--- src/rtl/ins_step_sequencer.sv ---
// ins_step_sequencer
// Instruction fetch and step sequencer. Fetches a 16-bit instruction word
// into IR, then steps Cnt from 1 up to a per-instruction last step. The
// last step is decoded from IR. Load and store instructions stall at step 3
// until memory is ready. HLT parks the block in HALT until reset.
//
// Ports:
//   clk, rst_n  - rising-edge clock, asynchronous active-low reset
//   MemRdy      - memory ready, sampled on rising clk
//   MemData     - fetched instruction word
//   IR          - instruction register
//   InsM / InsL - IR[15:11] / IR[1:0]
//   Cnt         - step counter (0 = fetch)
//   MemReq      - memory access request (combinational)
//   Buff_PC     - last step of the current instruction (combinational)
//   Halted      - block is in HALT
//   IllegalIns  - IR holds an undecodable instruction (combinational)
//
// Configuration macro ILLEGAL_TRAP_EN:
//   defined   - an illegal instruction halts the block at step 1 and keeps
//               IllegalIns asserted until reset
//   undefined - an illegal instruction executes as a one-step NOP
module ins_step_sequencer (
  input  logic        clk,
  input  logic        rst_n,
  input  logic        MemRdy,
  input  logic [15:0] MemData,
  output logic [15:0] IR,
  output logic [4:0]  InsM,
  output logic [1:0]  InsL,
  output logic [2:0]  Cnt,
  output logic        MemReq,
  output logic        Buff_PC,
  output logic        Halted,
  output logic        IllegalIns
);

  localparam int unsigned IW      = 16;
  localparam int unsigned CW      = 3;
  localparam int unsigned CNT_MAX = 4;
  localparam int unsigned MEM_CNT = 3;

`ifdef ILLEGAL_TRAP_EN
  localparam bit TRAP_EN = 1'b1;
`else
  localparam bit TRAP_EN = 1'b0;
`endif

  typedef enum logic [1:0] {
    S_FETCH = 2'd0,
    S_EXEC  = 2'd1,
    S_HALT  = 2'd2
  } state_t;

  state_t        state_q;
  logic [CW-1:0] cnt_q;
  logic [IW-1:0] ir_q;

  logic [4:0]    ins_m;
  logic [1:0]    ins_l;
  logic [CW-1:0] last;
  logic          is_mem;
  logic          is_hlt;
  logic          is_ill;
  logic          mem_step;
  logic          mem_wait;
  logic          at_last;
  logic          buff_pc_c;

  assign ins_m = ir_q[15:11];
  assign ins_l = ir_q[1:0];

  // Last-step decode from the opcode (IR[15:11]) and, where needed, IR[1:0]
  always_comb begin
    last   = CW'(1);
    is_mem = 1'b0;
    is_hlt = 1'b0;
    is_ill = 1'b0;
    case (ins_m)
      5'b00001, 5'b00010, 5'b01011, 5'b11000,
      5'b11001, 5'b10000, 5'b10011: last = CW'(2);
      5'b00000, 5'b00111, 5'b01000,
      5'b10001, 5'b10010:           last = CW'(3);
      5'b00101: begin
        last   = CW'(3);
        is_mem = 1'b1;
      end
      5'b00110: begin
        if (ins_l == 2'b01) begin
          last = CW'(3);
        end else if (ins_l == 2'b00) begin
          last   = CW'(3);
          is_mem = 1'b1;
        end else begin
          is_ill = 1'b1;
        end
      end
      5'b00011: begin
        last   = CW'(4);
        is_mem = 1'b1;
      end
      5'b00100: begin
        if (ins_l == 2'b00) begin
          last   = CW'(4);
          is_mem = 1'b1;
        end else begin
          is_ill = 1'b1;
        end
      end
      5'b11100: begin
        if (ins_l == 2'b00) begin
          last = CW'(2);
        end else if (ins_l == 2'b01) begin
          is_hlt = 1'b1;
        end else begin
          is_ill = 1'b1;
        end
      end
      default: is_ill = 1'b1;
    endcase
  end

  // Step 3 of a load/store is the memory access step; it stalls on !MemRdy
  assign mem_step = (state_q == S_EXEC) && is_mem && (cnt_q == CW'(MEM_CNT));
  assign mem_wait = mem_step && !MemRdy;
  assign at_last  = (state_q == S_EXEC) && (cnt_q == last);

  // A trapped illegal instruction never completes, so it never raises Buff_PC
  assign buff_pc_c = at_last && !mem_wait && !(TRAP_EN && is_ill);

  // Sequencer: fetch, step through execution, park in HALT
  always_ff @(posedge clk or negedge rst_n) begin
    if (!rst_n) begin
      state_q <= S_FETCH;
      cnt_q   <= '0;
      ir_q    <= '0;
    end else begin
      case (state_q)
        S_FETCH: begin
          if (cnt_q != '0) begin
            cnt_q <= '0;
          end else if (MemRdy) begin
            ir_q    <= MemData;
            cnt_q   <= CW'(1);
            state_q <= S_EXEC;
          end
        end
        S_EXEC: begin
          if ((cnt_q == '0) || (cnt_q > CW'(CNT_MAX))) begin
            state_q <= S_FETCH;
            cnt_q   <= '0;
          end else if (TRAP_EN && is_ill) begin
            state_q <= S_HALT;
            cnt_q   <= '0;
          end else if (buff_pc_c) begin
            state_q <= is_hlt ? S_HALT : S_FETCH;
            cnt_q   <= '0;
          end else if (mem_wait) begin
            cnt_q <= cnt_q;
          end else if (cnt_q < last) begin
            cnt_q <= cnt_q + CW'(1);
          end else begin
            state_q <= S_FETCH;
            cnt_q   <= '0;
          end
        end
        S_HALT: begin
          cnt_q <= '0;
        end
        default: begin
          state_q <= S_FETCH;
          cnt_q   <= '0;
        end
      endcase
    end
  end

  // rst_n gates the combinational strobes so they are quiet during reset
  assign IR         = ir_q;
  assign InsM       = ins_m;
  assign InsL       = ins_l;
  assign Cnt        = cnt_q;
  assign MemReq     = rst_n && ((state_q == S_FETCH) || mem_step);
  assign Buff_PC    = rst_n && buff_pc_c;
  assign Halted     = (state_q == S_HALT);
  assign IllegalIns = rst_n && is_ill && (state_q != S_FETCH);

endmodule

--- config.mk ---
export PLATFORM = sky130hd
export DESIGN_NAME = ins_step_sequencer
export DESIGN_NICKNAME = d
export VERILOG_FILES = /design/src/rtl/ins_step_sequencer.sv
export SDC_FILE = /design/constraint.sdc
export NUM_CORES = 1
export LEC_CHECK = 0
export ABC_AREA = 1
export CAP_MARGIN = 20
export CORE_ASPECT_RATIO = 1.75
export CORE_MARGIN = 2
export CORE_UTILIZATION = 44
export CTS_CLUSTER_SIZE = 20
export DETAILED_ROUTE_END_ITERATION = 10
export PLACE_DENSITY = 0.9
export REMOVE_ABC_BUFFERS = 1
export SYNTH_ARGS = -nofsm -noshare
export SYNTH_HDL_FRONTEND = slang
export SYNTH_SLANG_ARGS = --single-unit
export TNS_END_PERCENT = 30
--- constraint.sdc ---
create_clock -name clk -period 2.8 [get_ports clk]
set_clock_uncertainty 0.2 [all_clocks]
set_input_delay 0.56 -clock clk [delete_from_list [all_inputs] [get_ports clk]]
set_output_delay 0.56 -clock clk [all_outputs]
set_load 0.01 [all_outputs]
# == Yosys cells after proc, flatten, opt, wreduce, memory -nomap -nowiden ==
# Cells that the tools add are included.
# totals
inputBits,19
register_bits,21
elab_cells,91
out_inout_bits,30
# op_classes
order_cmp,2
n_addsub,1
reduce_logical,26
bitwise_logic,2
muxes,31
eq_ne,26
# ops
operator,n
$eq A5 B5 Y1 const B,7
$mux W3,7
$eq A5 B3 Y1 const B,4
$mux W2,10
$pmux W3 S6,1
$reduce_or A14 Y1,1
$eq A5 B2 Y1 const B,2
$eq A5 B4 Y1 const B,2
$logic_and A1 B1 Y1,9
$mux W1,9
$reduce_or A7 Y1,1
$pmux W2 S3,1
$pmux W3 S2,1
$reduce_or A6 Y1,1
$eq A5 B1 Y1 const B,1
$logic_not A5 Y1,1
$reduce_and A5 Y1,1
$eq A2 B1 Y1 const B,2
$logic_not A2 Y1,2
$ne A2 B2 Y1 const B,2
$ne A4 B3 Y1 const B,1
$ne A4 B4 Y1 const B,1
$pmux W1 S4,1
$add A3 B1 Y3 const B,1
16 further kinds,19

# == Longest topological paths before layout ==
# Gate-level depths: netlist (run 1).
# depth
depth_word,12
ltp_mapped,18
mapped_depth_nobuf,18

# == Worst setup path after synthesis (run 1) ==
# OpenSTA, ideal clock, no wires.
# synth_path
kind,register to output
from,register ir_q[15] (netlist: IR[15])
to,output Buff_PC
required_ns,2.040
stages_incl_launch_ff,13
setup_slack_ns,0.111
path_buffers,0
arrival_time_ns,1.929
cell_sequence,dfrtp_1 inv_2 nand3_4 o22ai_1 a21oi_1 and2_1 inv_1 nor2_1 ha_1 nand2_1 nor3b_1 nand2_2 nor2_1
# synth_between
elab_chain_cells,9
word_cells_on_any_way,30
cone_classes,17 x eq/ne; 2 x mux; 11 x reduce/logical
# synth_rtl
item,line_no,text
start: declaration,57,logic [IW-1:0] ir_q;
start signal: assignment,143,ir_q <= MemData;
"parallel branches: the longest is 7 deep, another holds $reduce_or A7 Y1",-,
$logic_and A1 B1 Y1 (*),129,assign buff_pc_c = at_last && !mem_wait && !(TRAP_EN && is_ill);
$logic_and A1 B1 Y1 (*),184,assign Buff_PC = rst_n && buff_pc_c;
end: declaration,33,"output logic Buff_PC,"
# Mark *: on every way between the ends.

# == Worst setup path in the final report (run 1) ==
# layout_path
from,register ir_q[14] (netlist: IR[14])
to,output Buff_PC
# The elaborated chain is that of the path after synthesis.

==> impl_metrics.env, run 1 <==
export IMPL_min_period_ns=3.07
export IMPL_drv_slew=0
export IMPL_netlist_top_cells_area="dfrtp_1 (39%), nand2_1 (8.9%), mux2_2 (8.4%)"
export IMPL_reg2reg_depth=19
export IMPL_critPathKind="flip-flop to output port"
export IMPL_yosys_area_top_type="dfrtp_1"
export IMPL_drc=0
export IMPL_violations="setup timing"
export IMPL_crit_fanout=4
export IMPL_grt_max_degree=24
export IMPL_worst_slack_ns=-0.268
export IMPL_synth_flop_cell="dfrtp_1"
export IMPL_leakagePower_uw=0.00108
export IMPL_cts_tree="done"
export IMPL_ant_nets=0
export IMPL_hold_buffers=0
export IMPL_ys_seq_area_frac=0.391
export IMPL_first_pass_iters=4
export IMPL_cpMaxStageDelayCell="dfrtp_2"
export IMPL_hold_class="flip-flop to flip-flop"
export IMPL_worst_ep_arrival_time_ns=2.31
export IMPL_ys_seq_elements=21
export IMPL_worstMarginPinSlew_ns=0.250
export IMPL_synth_top_area_frac=0.391
export IMPL_antenna_found_initial=0
export IMPL_die_area_sq_um=3530
export IMPL_setup_viol=1
export IMPL_die_w_um=45.8
export IMPL_maxCapViolations=0
export IMPL_critPathCaptureType="output port"
export IMPL_start_kind="flip-flop"
export IMPL_cts_sinks=21
export IMPL_clockRootBuffer="clkbuf_8"
export IMPL_insertion_delay_ns=0.25
export IMPL_n_fill_cell=182
export IMPL_crit_buf_inv=1
export IMPL_clock_path_buffers=2
export IMPL_design_area_sq_um=2230
export IMPL_drtIter0Drc=22
export IMPL_fmax_ghz=0.326
export IMPL_hold_end="IR[4]$_DFFE_PN0P_"
export IMPL_synthCells=166
export IMPL_die_y_um=77.1
export IMPL_yosysUniqueCellTypes=28
export IMPL_yosysMostFrequentCell="nand2_1"
export IMPL_vdd_drop_max_v=0.000412
export IMPL_vias_per_cell=5.34
export IMPL_timing_final_crit_share=1.10
export IMPL_syn2layout_area_growth_pct=65.5
export IMPL_rows=26
export IMPL_syn_area_per_cell_sq_um=8.10
export IMPL_place_congestion=0.885
export IMPL_min_from="IR[4]$_DFFE_PN0P_"
export IMPL_postPlaceCellArea_sq_um=2030
export IMPL_num_vias=1475
export IMPL_synth_edff_count=0
export IMPL_status="finished, violations left"
export IMPL_clk_pin_slew_ns=0.07
export IMPL_rsz0062_at_grt="yes"
export IMPL_cp_slowest_stage_delay_ns=0.45
export IMPL_initial_core_util=0.459
export IMPL_rr_endpoint="Cnt[1]$_DFFE_PN0P_"
export IMPL_post_drt_wl_per_cell_um=15.5
export IMPL_grt_pass1_vias=1491
export IMPL_netlist_area_sq_um=1350
export IMPL_worstReg2RegStart="IR[11]$_DFFE_PN0P_"
export IMPL_grt_overflow=0
export IMPL_routed_wl_um=4290
export IMPL_hold_violations=0
export IMPL_antenna_cells=0
export IMPL_nets=275
export IMPL_reg2reg_slack_ns=0.19
export IMPL_relSlewSlack=0.833
export IMPL_final_util=0.760
export IMPL_layout_drive_gt1_share=0.363
export IMPL_cts_made_buffers=3
export IMPL_cp_startpoint="IR[14]$_DFFE_PN0P_"
export IMPL_pin_count=49
export IMPL_synth_warnings=0
export IMPL_path_cells="nor2_4 -> nand3_2 -> o22ai_4 -> a21oi_2 -> and2_4 -> nand2_1 -> nand3_1 -> ha_1 -> nor3b_4 -> nand2_2 -> nor2_1 -> buf_2"
export IMPL_holdWs_ns=0.307
export IMPL_grt_pass1_wl_um=6620
export IMPL_core_area_sq_um=2930
export IMPL_powerDensity_nw_per_um2=239
export IMPL_ctsHtreeMaxLevel=1
export IMPL_required_ns=2.04
export IMPL_dp_hpwl_um=3120
export IMPL_grtUsageTotal=0.250
export IMPL_pre_cts_slack_ns=-0.418
export IMPL_synthTopCellsByCount="nand2_1 (32), inv_1 (22), dfrtp_1 (21)"
export IMPL_io_buffers=48
export IMPL_async_flop_share=1.00
export IMPL_crit_family="simple AND/OR/NAND/NOR gates"
export IMPL_hold_path_depth=1
==> worst max path at each step <==
stage	endpoint	slack, ns	depth (start not counted)
6_report	Buff_PC	-0.27	12
5_1_grt	Buff_PC	-0.37	13
4_1_cts	Buff_PC	-0.15	13
3_5_place_dp	Buff_PC	-0.42	13
3_3_place_gp	Buff_PC	-0.29	13
2_1_floorplan	Buff_PC	0.07	12
==> layout make-up <==
class / count / area, sq um / area share
clock buffer: 3 / 41.3 / 0.0185
clock inverter: 1 / 5.00 / 0.00225
inverter: 25 / 96.3 / 0.0433
multi-input combinational: 111 / 752 / 0.338
sequential: 21 / 531 / 0.238
tap: 28 / 35.0 / 0.0157
timing repair buffer: 87 / 766 / 0.344
==> registers in the layout, indices dropped and copies added, names as in the netlist <==
| register | flops |
|---|---|
| Cnt | 3 |
| state_q | 2 |
| IR | 16 |
==> where the power goes <==
group | switching, uW | internal (uW) | total (uW) | leakage (uW)
clock | 92.7 | 98.8 | 192 | 0.0000255
combinational | 13.3 | 24.9 | 38.2 | 0.000798
sequential | 0 | 303 | 303 | 0.000256
total | 106 | 427 | 533 | 0.00108
==> kinds of logic (layout without fill, tap and decap cells) <==
group / count (synthesis) / count (layout) / synth area share
buffers and inverters: 34 / 116 / 0.115
muxes: 10 / 10 / 0.0837
adders and majority gates: 7 / 7 / 0.0651
DFF: 21 / 21 / 0.391
and+or+nand+nor: 75 / 75 / 0.265
AOI/OAI and AO/OA: 19 / 19 / 0.0800
==> through the flow <==
| step | power (uW) | std cells | TNS (ns) |
|---|---|---|---|
| final | 533 | 276 | -0.268 |
| after global placement | 347 | 264 | -0.285 |
| after floorplan | 312 | 157 | 0 |
| after global routing | 564 | 276 | -0.379 |
| after detailed placement | 348 | 264 | -0.418 |
| after CTS | 539 | 272 | -0.149 |
==> timing repair <==
| action | in CTS | in global routing |
|---|---|---|
| setup buffers | 4 | 4 |
| gates cloned | 0 | 0 |
| pin swaps | 5 | 10 |
| setup endpoints to repair | 3 | 4 |
| gates resized for setup | 17 | 23 |
==> cell usage in the layout (no fill, tap or decap), drive strengths merged <==
cell type,Yosys,routed
clkdlybuf4s50,0,45
buf,8,40
nand2,35,35
inv,24,24
nor2,23,23
dfrtp,21,21
a21oi,11,11
nand3,11,11
mux2,10,10
ha,7,7
clkbuf,1,5
o21ai,3,3
nand4,2,2
o22ai,2,2
clkinv,1,2
o211ai,1,1
and2,1,1
nor3,1,1
o32ai,1,1
nor3b,1,1
o221ai,1,1
or4,1,1
==> routing by layer <==
metal | global-route usage | share of wire
met1 | 0.262 | 0.33
met3 | 0.0141 | 0.022
met2 | 0.463 | 0.58
met4 | 0.123 | 0.067
met5 | 0 | 0
No activity file was read; power rests on OpenSTA's default activity.
==> run 2: changes to the inputs <==
--- a/config.mk
+++ b/config.mk
@@ -9,10 +9,10 @@
 export CAP_MARGIN = 20
 export CORE_ASPECT_RATIO = 1.75
 export CORE_MARGIN = 2
-export CORE_UTILIZATION = 44
+export CORE_UTILIZATION = 45
 export CTS_CLUSTER_SIZE = 20
 export DETAILED_ROUTE_END_ITERATION = 10
-export PLACE_DENSITY = 0.9
+export PLACE_DENSITY = 0.92
 export REMOVE_ABC_BUFFERS = 1
 export SYNTH_ARGS = -nofsm -noshare
 export SYNTH_HDL_FRONTEND = slang
==> constraint.sdc (replaced) <==
create_clock -name clk -period 3.7 [get_ports clk]
set_clock_uncertainty 0.2 [all_clocks]
set_input_delay 0.74 -clock clk [delete_from_list [all_inputs] [get_ports clk]]
set_output_delay 0.74 -clock clk [all_outputs]
set_load 0.01 [all_outputs]
==> run 2 against run 1 <==
  * The run now ends clean
  * Critical path depth is 1 higher
  * Die area decreased by 2.1%
  * Global-route usage is 3.6 points lower
  * Critical endpoint unchanged
  * Largest power group unchanged
  * Clock-buffer cell count increased by 1
  * Cell count shrank 13%
  * Via count shrank 14%
  * Combinational power is 27% lower
  * Sequential cell count unchanged
  * Sequential share of layout area increased by 4.5 points
==> impl_metrics.env, run 2 (same netlist as run 1, synthesis figures left out) <==
export IMPL_rows=26
export IMPL_leakagePower_uw=0.000901
export IMPL_critPathCaptureType="output port"
export IMPL_clk_pin_slew_ns=0.08
export IMPL_hold_buffers=0
export IMPL_hold_violations=0
export IMPL_relSlewSlack=0.445
export IMPL_worstReg2RegStart="IR[11]$_DFFE_PN0P_"
export IMPL_post_drt_wl_per_cell_um=13.0
export IMPL_antenna_cells=0
export IMPL_ant_nets=0
export IMPL_ctsHtreeMaxLevel=1
export IMPL_cp_startpoint="IR[14]$_DFFE_PN0P_"
export IMPL_critical_path_depth=13
export IMPL_io_buffers=48
export IMPL_cts_resized=4
export IMPL_grt_pass1_vias=1304
export IMPL_vias_per_cell=5.33
export IMPL_hold_class="flip-flop to flip-flop"
export IMPL_reg2reg_depth=18
export IMPL_required_ns=2.76
export IMPL_insertion_delay_ns=0.26
export IMPL_grtUsageTotal=0.214
export IMPL_nets=238
export IMPL_tns_ns=0
export IMPL_dp_hpwl_um=2510
export IMPL_grt_pass1_wl_um=5650
export IMPL_layout_drive_gt1_share=0.156
export IMPL_pin_count=49
export IMPL_largest_reg_flops=16
export IMPL_clock_path_buffers=2
export IMPL_timing_final_crit_share=0.891
export IMPL_fmax_ghz=0.303
export IMPL_crit_top_cell="nor2_1"
export IMPL_cts_sinks=21
export IMPL_drc=0
export IMPL_status="finished, final reports clean"
export IMPL_critPathKind="flip-flop to output port"
export IMPL_die_y_um=76.3
export IMPL_grt_overflow=0
export IMPL_final_common_cell="clkdlybuf4s50_1"
export IMPL_clockRootBuffer="clkbuf_8"
export IMPL_path_cells="nor2_1 -> nand3_1 -> o22ai_1 -> a21oi_1 -> and2_1 -> inv_1 -> nor2_1 -> ha_1 -> nand2_1 -> nor3b_2 -> nand2_2 -> nor2_1 -> dlymetal6s2s_1"
export IMPL_place_congestion=0.901
export IMPL_crit_buf_inv=2
export IMPL_first_pass_iters=4
export IMPL_vdd_drop_max_v=0.000246
export IMPL_num_vias=1275
export IMPL_cts_tree="done"
export IMPL_die_w_um=45.3
export IMPL_routed_wl_um=3120
export IMPL_powerDensity_nw_per_um2=220
export IMPL_setup_viol=0
export IMPL_holdWs_ns=0.307
export IMPL_drv_slew=0
export IMPL_maxCapViolations=0
export IMPL_min_from="IR[7]$_DFFE_PN0P_"
export IMPL_core_area_sq_um=2900
export IMPL_worstMarginPinSlew_ns=0.830
export IMPL_syn2layout_area_growth_pct=39.3
export IMPL_hold_path_depth=1
export IMPL_die_area_sq_um=3460
export IMPL_antenna_found_initial=0
export IMPL_drtIter0Drc=13
export IMPL_initial_core_util=0.465
export IMPL_cp_slowest_stage_delay_ns=0.46
export IMPL_mostFrequentLayoutCells="clkdlybuf4s50_1 (47), nand2_1 (32), inv_1 (22)"
export IMPL_grt_max_degree=21
export IMPL_start_kind="flip-flop"
export IMPL_cts_setup_buffers=0
export IMPL_rsz0062_at_grt="no"
export IMPL_cpMaxStageDelayCell="dfrtp_2"
export IMPL_min_period_ns=3.30
export IMPL_crit_family="simple AND/OR/NAND/NOR gates"
export IMPL_crit_fanout=7
export IMPL_worst_ep_arrival_time_ns=2.36
export IMPL_cts_made_buffers=3
-- run 2: routing by layer --
layer | GRT usage | vias to the layer above | routed length [um]
met5 | 0 | - | 0
met4 | 0.124 | 0 | 119
met3 | 0.0355 | 12 | 128
met2 | 0.357 | 46 | 1690
met1 | 0.243 | 592 | 1180
li1 | - | 625 | -
-- run 2: worst register-to-register path, cell delays in order, from the launching register on --
cell and delay, ns:
dfrtp_2 0.44, nor2_2 0.13, inv_1 0.09, nand3_1 0.10, o22ai_1 0.08, a21oi_1 0.16, and2_1 0.16, inv_1 0.04
nor2_1 0.10, ha_1 0.24, nand2_1 0.10, nor2_1 0.05, nor2_1 0.08, nand3_1 0.09, inv_1 0.08, nand2_2 0.07
nor2_2 0.10, nand2_1 0.06, nand2_1 0.06
-- run 2: power by group --
part           total, uW  internal [uW]  switching (uW)
registers            229            229               0
logic               27.8           18.6            9.21
clock network        155           76.8            77.7
-- run 2: final timing paths --
check	slack, ns	end
worst max-delay path	0.40	Buff_PC
max in group asynchronous	2.31	IR[14]$_DFFE_PN0P_
worst max register to register	1.22	Cnt[1]$_DFFE_PN0P_
worst min-delay path	0.31	IR[7]$_DFFE_PN0P_
min in group asynchronous	0.47	IR[0]$_DFFE_PN0P_
worst min register to register	0.31	IR[7]$_DFFE_PN0P_
-- run 2: final cells by class --
| class | instances | area [sq um] |
|---|---|---|
| Fill cell | 239 | 1020 |
| Sequential cell | 21 | 531 |
| Tap cell | 28 | 35.0 |
| Clock buffer | 4 | 45.0 |
| Multi-Input combinational cell | 111 | 672 |
| Inverter | 25 | 93.8 |
| Timing Repair Buffer | 50 | 498 |
-- run 2: per-stage QoR --
step	instances	cell area (sq um)	total power (uW)	setup WS (ns)	util
final	239	1870	412	0.402	0.647
after global routing	239	1870	427	0.188	0.647
after CTS	239	1870	413	0.0329	0.645
after detailed placement	235	1810	262	0.247	0.627
after global placement	235	1810	262	0.284	0.627
after floorplan	157	1280	236	0.785	-
